==> config.mk <==
export PLATFORM = sky130hd
export DESIGN_NAME = bin2bcd_iter_flat
export DESIGN_NICKNAME = d
export VERILOG_FILES = /design/src/rtl/bin2bcd_iter_if.sv /design/src/rtl/bin2bcd_iter.sv /design/src/flat_wrapper.sv
export SDC_FILE = /design/constraint.sdc
export NUM_CORES = 1
export LEC_CHECK = 0
export CORE_ASPECT_RATIO = 1.25
export CORE_MARGIN = 8
export CORE_UTILIZATION = 45
export CTS_BUF_LIST = sky130_fd_sc_hd__clkbuf_4
export DETAILED_ROUTE_END_ITERATION = 7
export PLACE_DENSITY = 0.82
export SETUP_SLACK_MARGIN = 0.1
export SLEW_MARGIN = 20
export SYNTH_ARGS = -nofsm -noshare
export SYNTH_HDL_FRONTEND = slang
export SYNTH_SLANG_ARGS = --single-unit
export TNS_END_PERCENT = 100
==> constraint.sdc <==
create_clock -name clk -period 2.5 [get_ports clk]
set_clock_uncertainty 0.15 [all_clocks]
set_input_delay 0.375 -clock clk [delete_from_list [all_inputs] [get_ports clk]]
set_output_delay 0.375 -clock clk [all_outputs]
set_load 0.03 [all_outputs]
==> src/rtl/bin2bcd_iter_if.sv <==
// Handshake bundle for the iterative binary-to-BCD converter.
// The master supplies operands and accepts results; the slave is the converter.
interface bin2bcd_iter_if #(
   parameter int BIN_W      = 16,
   parameter int BCD_DIGITS = 5
);
   logic                    in_valid;
   logic                    in_ready;
   logic [BIN_W-1:0]        bin_in;
   logic                    out_valid;
   logic                    out_ready;
   logic [4*BCD_DIGITS-1:0] bcd_out;
   logic                    sign_out;

   modport master (
      output in_valid, bin_in, out_ready,
      input  in_ready, out_valid, bcd_out, sign_out
   );

   modport slave (
      input  in_valid, bin_in, out_ready,
      output in_ready, out_valid, bcd_out, sign_out
   );
endinterface

==> src/rtl/bin2bcd_iter.sv <==
// Serial double-dabble binary-to-BCD converter: one operand per handshake,
// BIN_W shift cycles per conversion, optional two's-complement sign/magnitude.
module bin2bcd_iter #(
   parameter int BIN_W      = 16,
   parameter int BCD_DIGITS = 5,
   parameter int SIGNED     = 0
) (
   input  logic          clk,
   input  logic          rst_n,
   bin2bcd_iter_if.slave bus
);
   localparam int CNT_W = $clog2(BIN_W + 1);
   localparam int BCD_W = 4 * BCD_DIGITS;

   typedef enum logic [1:0] {IDLE, SHIFT, DONE} state_t;

   state_t           state;
   state_t           state_nxt;
   logic             load;
   logic             in_ready;
   logic             out_valid;
   logic [BIN_W-1:0] bin_sr;
   logic [BCD_W-1:0] bcd_acc;
   logic [CNT_W-1:0] cnt;
   logic             sign_q;

   function automatic logic [63:0] pow10(input int n);
      logic [63:0] r;
      r = 64'd1;
      for (int i = 0; i < n; i++) begin
         if (r < 64'd1000000000000000000) r = r * 64'd10;
      end
      return r;
   endfunction

   if (BIN_W < 2 || BIN_W > 32) begin : g_bad_width
      $error("bin2bcd_iter: BIN_W=%0d outside 2..32", BIN_W);
   end
   if (pow10(BCD_DIGITS) <= ((64'd1 << BIN_W) - 64'd1)) begin : g_bad_digits
      $error("bin2bcd_iter: %0d digits cannot hold a %0d-bit value", BCD_DIGITS, BIN_W);
   end

   function automatic logic is_neg(input logic [BIN_W-1:0] b);
      return (SIGNED != 0) && b[BIN_W-1];
   endfunction

   // Most negative input wraps to 2^(BIN_W-1), which is the correct magnitude.
   function automatic logic [BIN_W-1:0] magnitude(input logic [BIN_W-1:0] b);
      if (is_neg(b)) return ~b + BIN_W'(1);
      return b;
   endfunction

   function automatic logic [BCD_W-1:0] add3(input logic [BCD_W-1:0] d);
      logic [BCD_W-1:0] r;
      r = d;
      for (int i = 0; i < BCD_DIGITS; i++) begin
         if (d[4*i +: 4] >= 4'd5) r[4*i +: 4] = d[4*i +: 4] + 4'd3;
      end
      return r;
   endfunction

   always_ff @(posedge clk or negedge rst_n) begin
      if (!rst_n) state <= IDLE;
      else        state <= state_nxt;
   end

   always_comb begin
      state_nxt = state;
      load      = 1'b0;
      in_ready  = 1'b0;
      out_valid = 1'b0;
      case (state)
         IDLE: begin
            in_ready = 1'b1;
            if (bus.in_valid) begin
               load      = 1'b1;
               state_nxt = SHIFT;
            end
         end
         SHIFT: begin
            if (cnt == CNT_W'(1)) state_nxt = DONE;
         end
         DONE: begin
            out_valid = 1'b1;
            in_ready  = bus.out_ready;
            if (bus.out_ready) begin
               if (bus.in_valid) begin
                  load      = 1'b1;
                  state_nxt = SHIFT;
               end else begin
                  state_nxt = IDLE;
               end
            end
         end
         default: state_nxt = IDLE;
      endcase
   end

   // Accumulator doubles as the result register: it is frozen while in DONE.
   always_ff @(posedge clk or negedge rst_n) begin
      if (!rst_n) begin
         bin_sr  <= '0;
         bcd_acc <= '0;
         cnt     <= '0;
         sign_q  <= 1'b0;
      end else if (load) begin
         bin_sr  <= magnitude(bus.bin_in);
         bcd_acc <= '0;
         cnt     <= CNT_W'(BIN_W);
         sign_q  <= is_neg(bus.bin_in);
      end else if (state == SHIFT) begin
         {bcd_acc, bin_sr} <= {add3(bcd_acc), bin_sr} << 1;
         cnt               <= cnt - CNT_W'(1);
      end
   end

   assign bus.in_ready  = in_ready;
   assign bus.out_valid = out_valid;
   assign bus.bcd_out   = bcd_acc;
   assign bus.sign_out  = sign_q;
endmodule

==> src/flat_wrapper.sv <==
// flat-port wrapper written by rule: the top's interface ports become plain ports
module bin2bcd_iter_flat 
#(
   parameter int BIN_W      = 16,
   parameter int BCD_DIGITS = 5,
   parameter int SIGNED     = 0
)
  (clk, rst_n, bus_in_valid, bus_bin_in, bus_out_ready, bus_in_ready, bus_out_valid, bus_bcd_out, bus_sign_out);
  bin2bcd_iter_if #(.BIN_W(BIN_W), .BCD_DIGITS(BCD_DIGITS)) bus_i ();
  input  logic clk;
  input  logic rst_n;
  input wire logic [$bits(bus_i.in_valid)-1:0] bus_in_valid;
  input wire logic [$bits(bus_i.bin_in)-1:0] bus_bin_in;
  input wire logic [$bits(bus_i.out_ready)-1:0] bus_out_ready;
  output wire logic [$bits(bus_i.in_ready)-1:0] bus_in_ready;
  output wire logic [$bits(bus_i.out_valid)-1:0] bus_out_valid;
  output wire logic [$bits(bus_i.bcd_out)-1:0] bus_bcd_out;
  output wire logic [$bits(bus_i.sign_out)-1:0] bus_sign_out;
  assign bus_i.in_valid = bus_in_valid;
  assign bus_i.bin_in = bus_bin_in;
  assign bus_i.out_ready = bus_out_ready;
  assign bus_in_ready = bus_i.in_ready;
  assign bus_out_valid = bus_i.out_valid;
  assign bus_bcd_out = bus_i.bcd_out;
  assign bus_sign_out = bus_i.sign_out;
  bin2bcd_iter #(.BIN_W(BIN_W), .BCD_DIGITS(BCD_DIGITS), .SIGNED(SIGNED)) u_core (.clk(clk), .rst_n(rst_n), .bus(bus_i));
endmodule
==> results.yml <==
status:
  status: "finished clean"
placed_design:
  port_buffers: 41
  dp.cells: 322
  place_hpwl_mm: 3.53
  globalplace.congestion: 0.745
layout:
  stdcell_count: 330
  nets: 300
  n_fill_cell: 460
  regArea_um2: 1080
  drive_gt1_share_pct: 11.9
  syn_to_final_growth_pct: 19.6
  multi_input_area_um2: 1130
  antennaDiodeCount: 0
synthesis:
  syn-cell-area_um2: 2370
  yosys.area.top_type: "dfrtp_1"
  synth_area_per_cell_um2: 10.4
  synth_warnings: 0
  synthCells: 227
  synth_cell_type_count: 34
  syn_nets: 259
  synth.top_cells.by_area: "dfrtp_1 45%, nand2_1 7.3%, a22oi_2 6.9%, ha_1 6.3%, mux2i_1 3.0%"
  ys_ff_latch: 43
  synth_top_area_share_pct: 45.4
  synth-seq-area-share_pct: 45.4
worst_setup_path:
  crit_buf_inv: 2
  r2r-start: "u_core.state[0]"
  critPathMaxStageDelay_ns: 0.70
  start_kind: "input port"
  cp.depth: 4
  cp_common_cell: "clkdlybuf4s50_1"
  cp.required_ns: 1.98
  crit_chain: "clkdlybuf4s50_1, nor2b_4, nor2_1, clkdlybuf4s50_1"
  critPathTopFamily: "buffers and inverters"
  timing.rr.end: "u_core.bus.bcd_out[16]"
  cp_data_arrival_time_ns: 1.82
  cpMaxStageDelayCell: "clkdlybuf4s50_1"
  crit_path_end_kind: "output port"
  reg2reg_depth: 3
  critPathMaxFanout: 3
  rrSetupSlack_ns: 0.65
  crit_type: "in2out"
timing:
  drv_slew: 0
  finalSetupViolCount: 0
  finalHoldViolations: 0
  final_period_minus_worst_setup_slack_ns: 2.34
  tightest_slew_ns: 0.981
  rsz0062_at_grt: "false"
  relSlewSlack_pct: 34.5
  fin_tns_setup_ns: 0
  fmax_ghz: 0.427
  timing.hold.ws_ns: 0.355
  fin_crit_sh_pct: 93.7
route:
  dr_wl_met2_mm: 2.38
  drt_pass1_iterations: 4
  routedWlPerCell_um: 14.2
  wl_met3_um: 285
  dr.first_iter.drc_count: 60
  ant_nets: 0
  vias_per_cell: 5.31
  drt_wl_total_mm: 4.69
  vias: 1752
  drc: 0
  top_layer: "met4"
  wl_met1_mm: 1.95
floorplan:
  initial_core_util_pct: 46.7
  rows: 29
  die_h_um: 97.2
  coreArea_um2: 5080
  pin_count: 43
  fp.dieW_um: 80.9
  die_area_um2: 7860
pwr:
  p_leak_nw: 1.28
  ir_drop_mv: 0.539
  power_density_nw_per_um2: 1240
global_routing:
  gr-usage-all-layers_pct: 12.5
  grt_max_degree: 35
  grt_pass1_wl_mm: 8.13
  grt_pass1_vias: 1840
  grt_overflow_total: 0
  antenna_found_initial: 0
clock_network:
  post_cts_resized: 0
  cts_buffers: 5
  cts_buffer_depth: 2
  cts_tree: "yes"
  cts_num_sinks: 43
  cts_max_level: 2
  cts_hold_buf: 1
  cts.clk_slew.worst_paths_ns: 0.12
  clk_latency_ns: 0.35
  cts_root_buf: "clkbuf_4"
  cts_setup_buffers: 0
hold_path:
  hold_start: "u_core.bin_sr[1]"
  hold-path-endpoint: "u_core.bin_sr[2]"
  hold_depth: 2
  hold_path_class: "reg2reg"
run:
  drv_cap: 0
[cell usage after synthesis, drive strengths merged]
master and count:
a21oi 6, a22o 7, a22oi 13, and2b 1, buf 13, conb 1
dfrtp 43, ha 12, inv 13, mux2i 7, nand2 46, nand2b 8
nand3 6, nor2 4, nor2b 2, nor3 5, nor3b 2, nor4 1
nor4b 1, o21ai 18, o21bai 1, o22ai 1, o2bb2ai 1, o31ai 4
xnor2 6, xor2 5
[area by class of cell]
class / instances / area share, %
Multi-Input combinational cell: 158 / 40.0
Sequential cell: 43 / 38.0
Timing Repair Buffer: 47 / 16.0
Tap cell: 62 / 2.74
Inverter: 13 / 1.72
Clock buffer: 5 / 1.32
Clock inverter: 2 / 0.309
[worst max-delay path by stage]
stage,from,to,slack [ns]
2_1_floorplan,u_core.bus.bcd_out[9],u_core.bus.bcd_out[10],0.74
3_3_place_gp,bus_out_ready,bus_in_ready,0.16
3_5_place_dp,bus_out_ready,bus_in_ready,0.16
4_1_cts,bus_out_ready,bus_in_ready,0.16
5_1_grt,u_core.state[1],bus_in_ready,0.11
6_report,bus_out_ready,bus_in_ready,0.16
[worst min-delay path, cell delays in order, from the launching register on]
cell and delay (ns):
dfrtp_1 0.37, nand2_1 0.06, nand2_1 0.05
[power breakdown]
part / internal [mW] / switching, mW / total [mW]
clock network: 0.0999 / 0.210 / 0.310
logic: 0.838 / 1.07 / 1.91
registers: 0.991 / 0.305 / 1.30
[cells by family (layout without fill, tap and decap cells)]
| logic type | after synthesis | after routing | share of synthesized area [%] |
|---|---|---|---|
| flops | 43 | 43 | 45.4 |
| mux | 7 | 7 | 2.96 |
| simple gates | 76 | 76 | 16.2 |
| xor+xnor | 11 | 11 | 4.06 |
| fa+ha+maj | 12 | 12 | 6.33 |
| buf+inv | 26 | 67 | 6.81 |
| other cells | 1 | 1 | 0.158 |
| compound gates | 51 | 51 | 18.1 |
[layout by cell type, fill, tap and decap left out, drive strengths merged, types with 4 or more instances in the layout]
cell type       n
nand2          46
dfrtp          43
clkdlybuf4s50  40
o21ai          18
inv            13
a22oi          13
ha             12
nand2b          8
mux2i           7
a22o            7
a21oi           6
nand3           6
xnor2           6
buf             6
nor3            5
xor2            5
clkbuf          5
nor2            4
o31ai           4
[per-stage QoR]
step                      utilization [%]  total power, mW  worst slack (ns)  instance area, um^2
final                                55.8             3.52             0.158                 2840
after global routing                 55.8             3.80             0.113                 2840
after CTS                            55.8             3.57             0.156                 2840
after detailed placement             54.7             3.25             0.156                 2780
after global placement               54.7             3.17             0.156                 2780
after floorplan                         -             2.71             0.742                 2370
[per-layer routing]
metal	vias up	global-route usage (%)
li1	851	-
met1	849	13.5
met2	43	21.9
met5	-	0
met4	0	3.86
met3	9	4.17
[registers in the layout, indices dropped and copies added (netlist names)]
name,cells
u_core.bin_sr,16
u_core.bus.bcd_out,20
u_core.cnt,5
u_core.state,2
(Power assumes the default switching activity.)
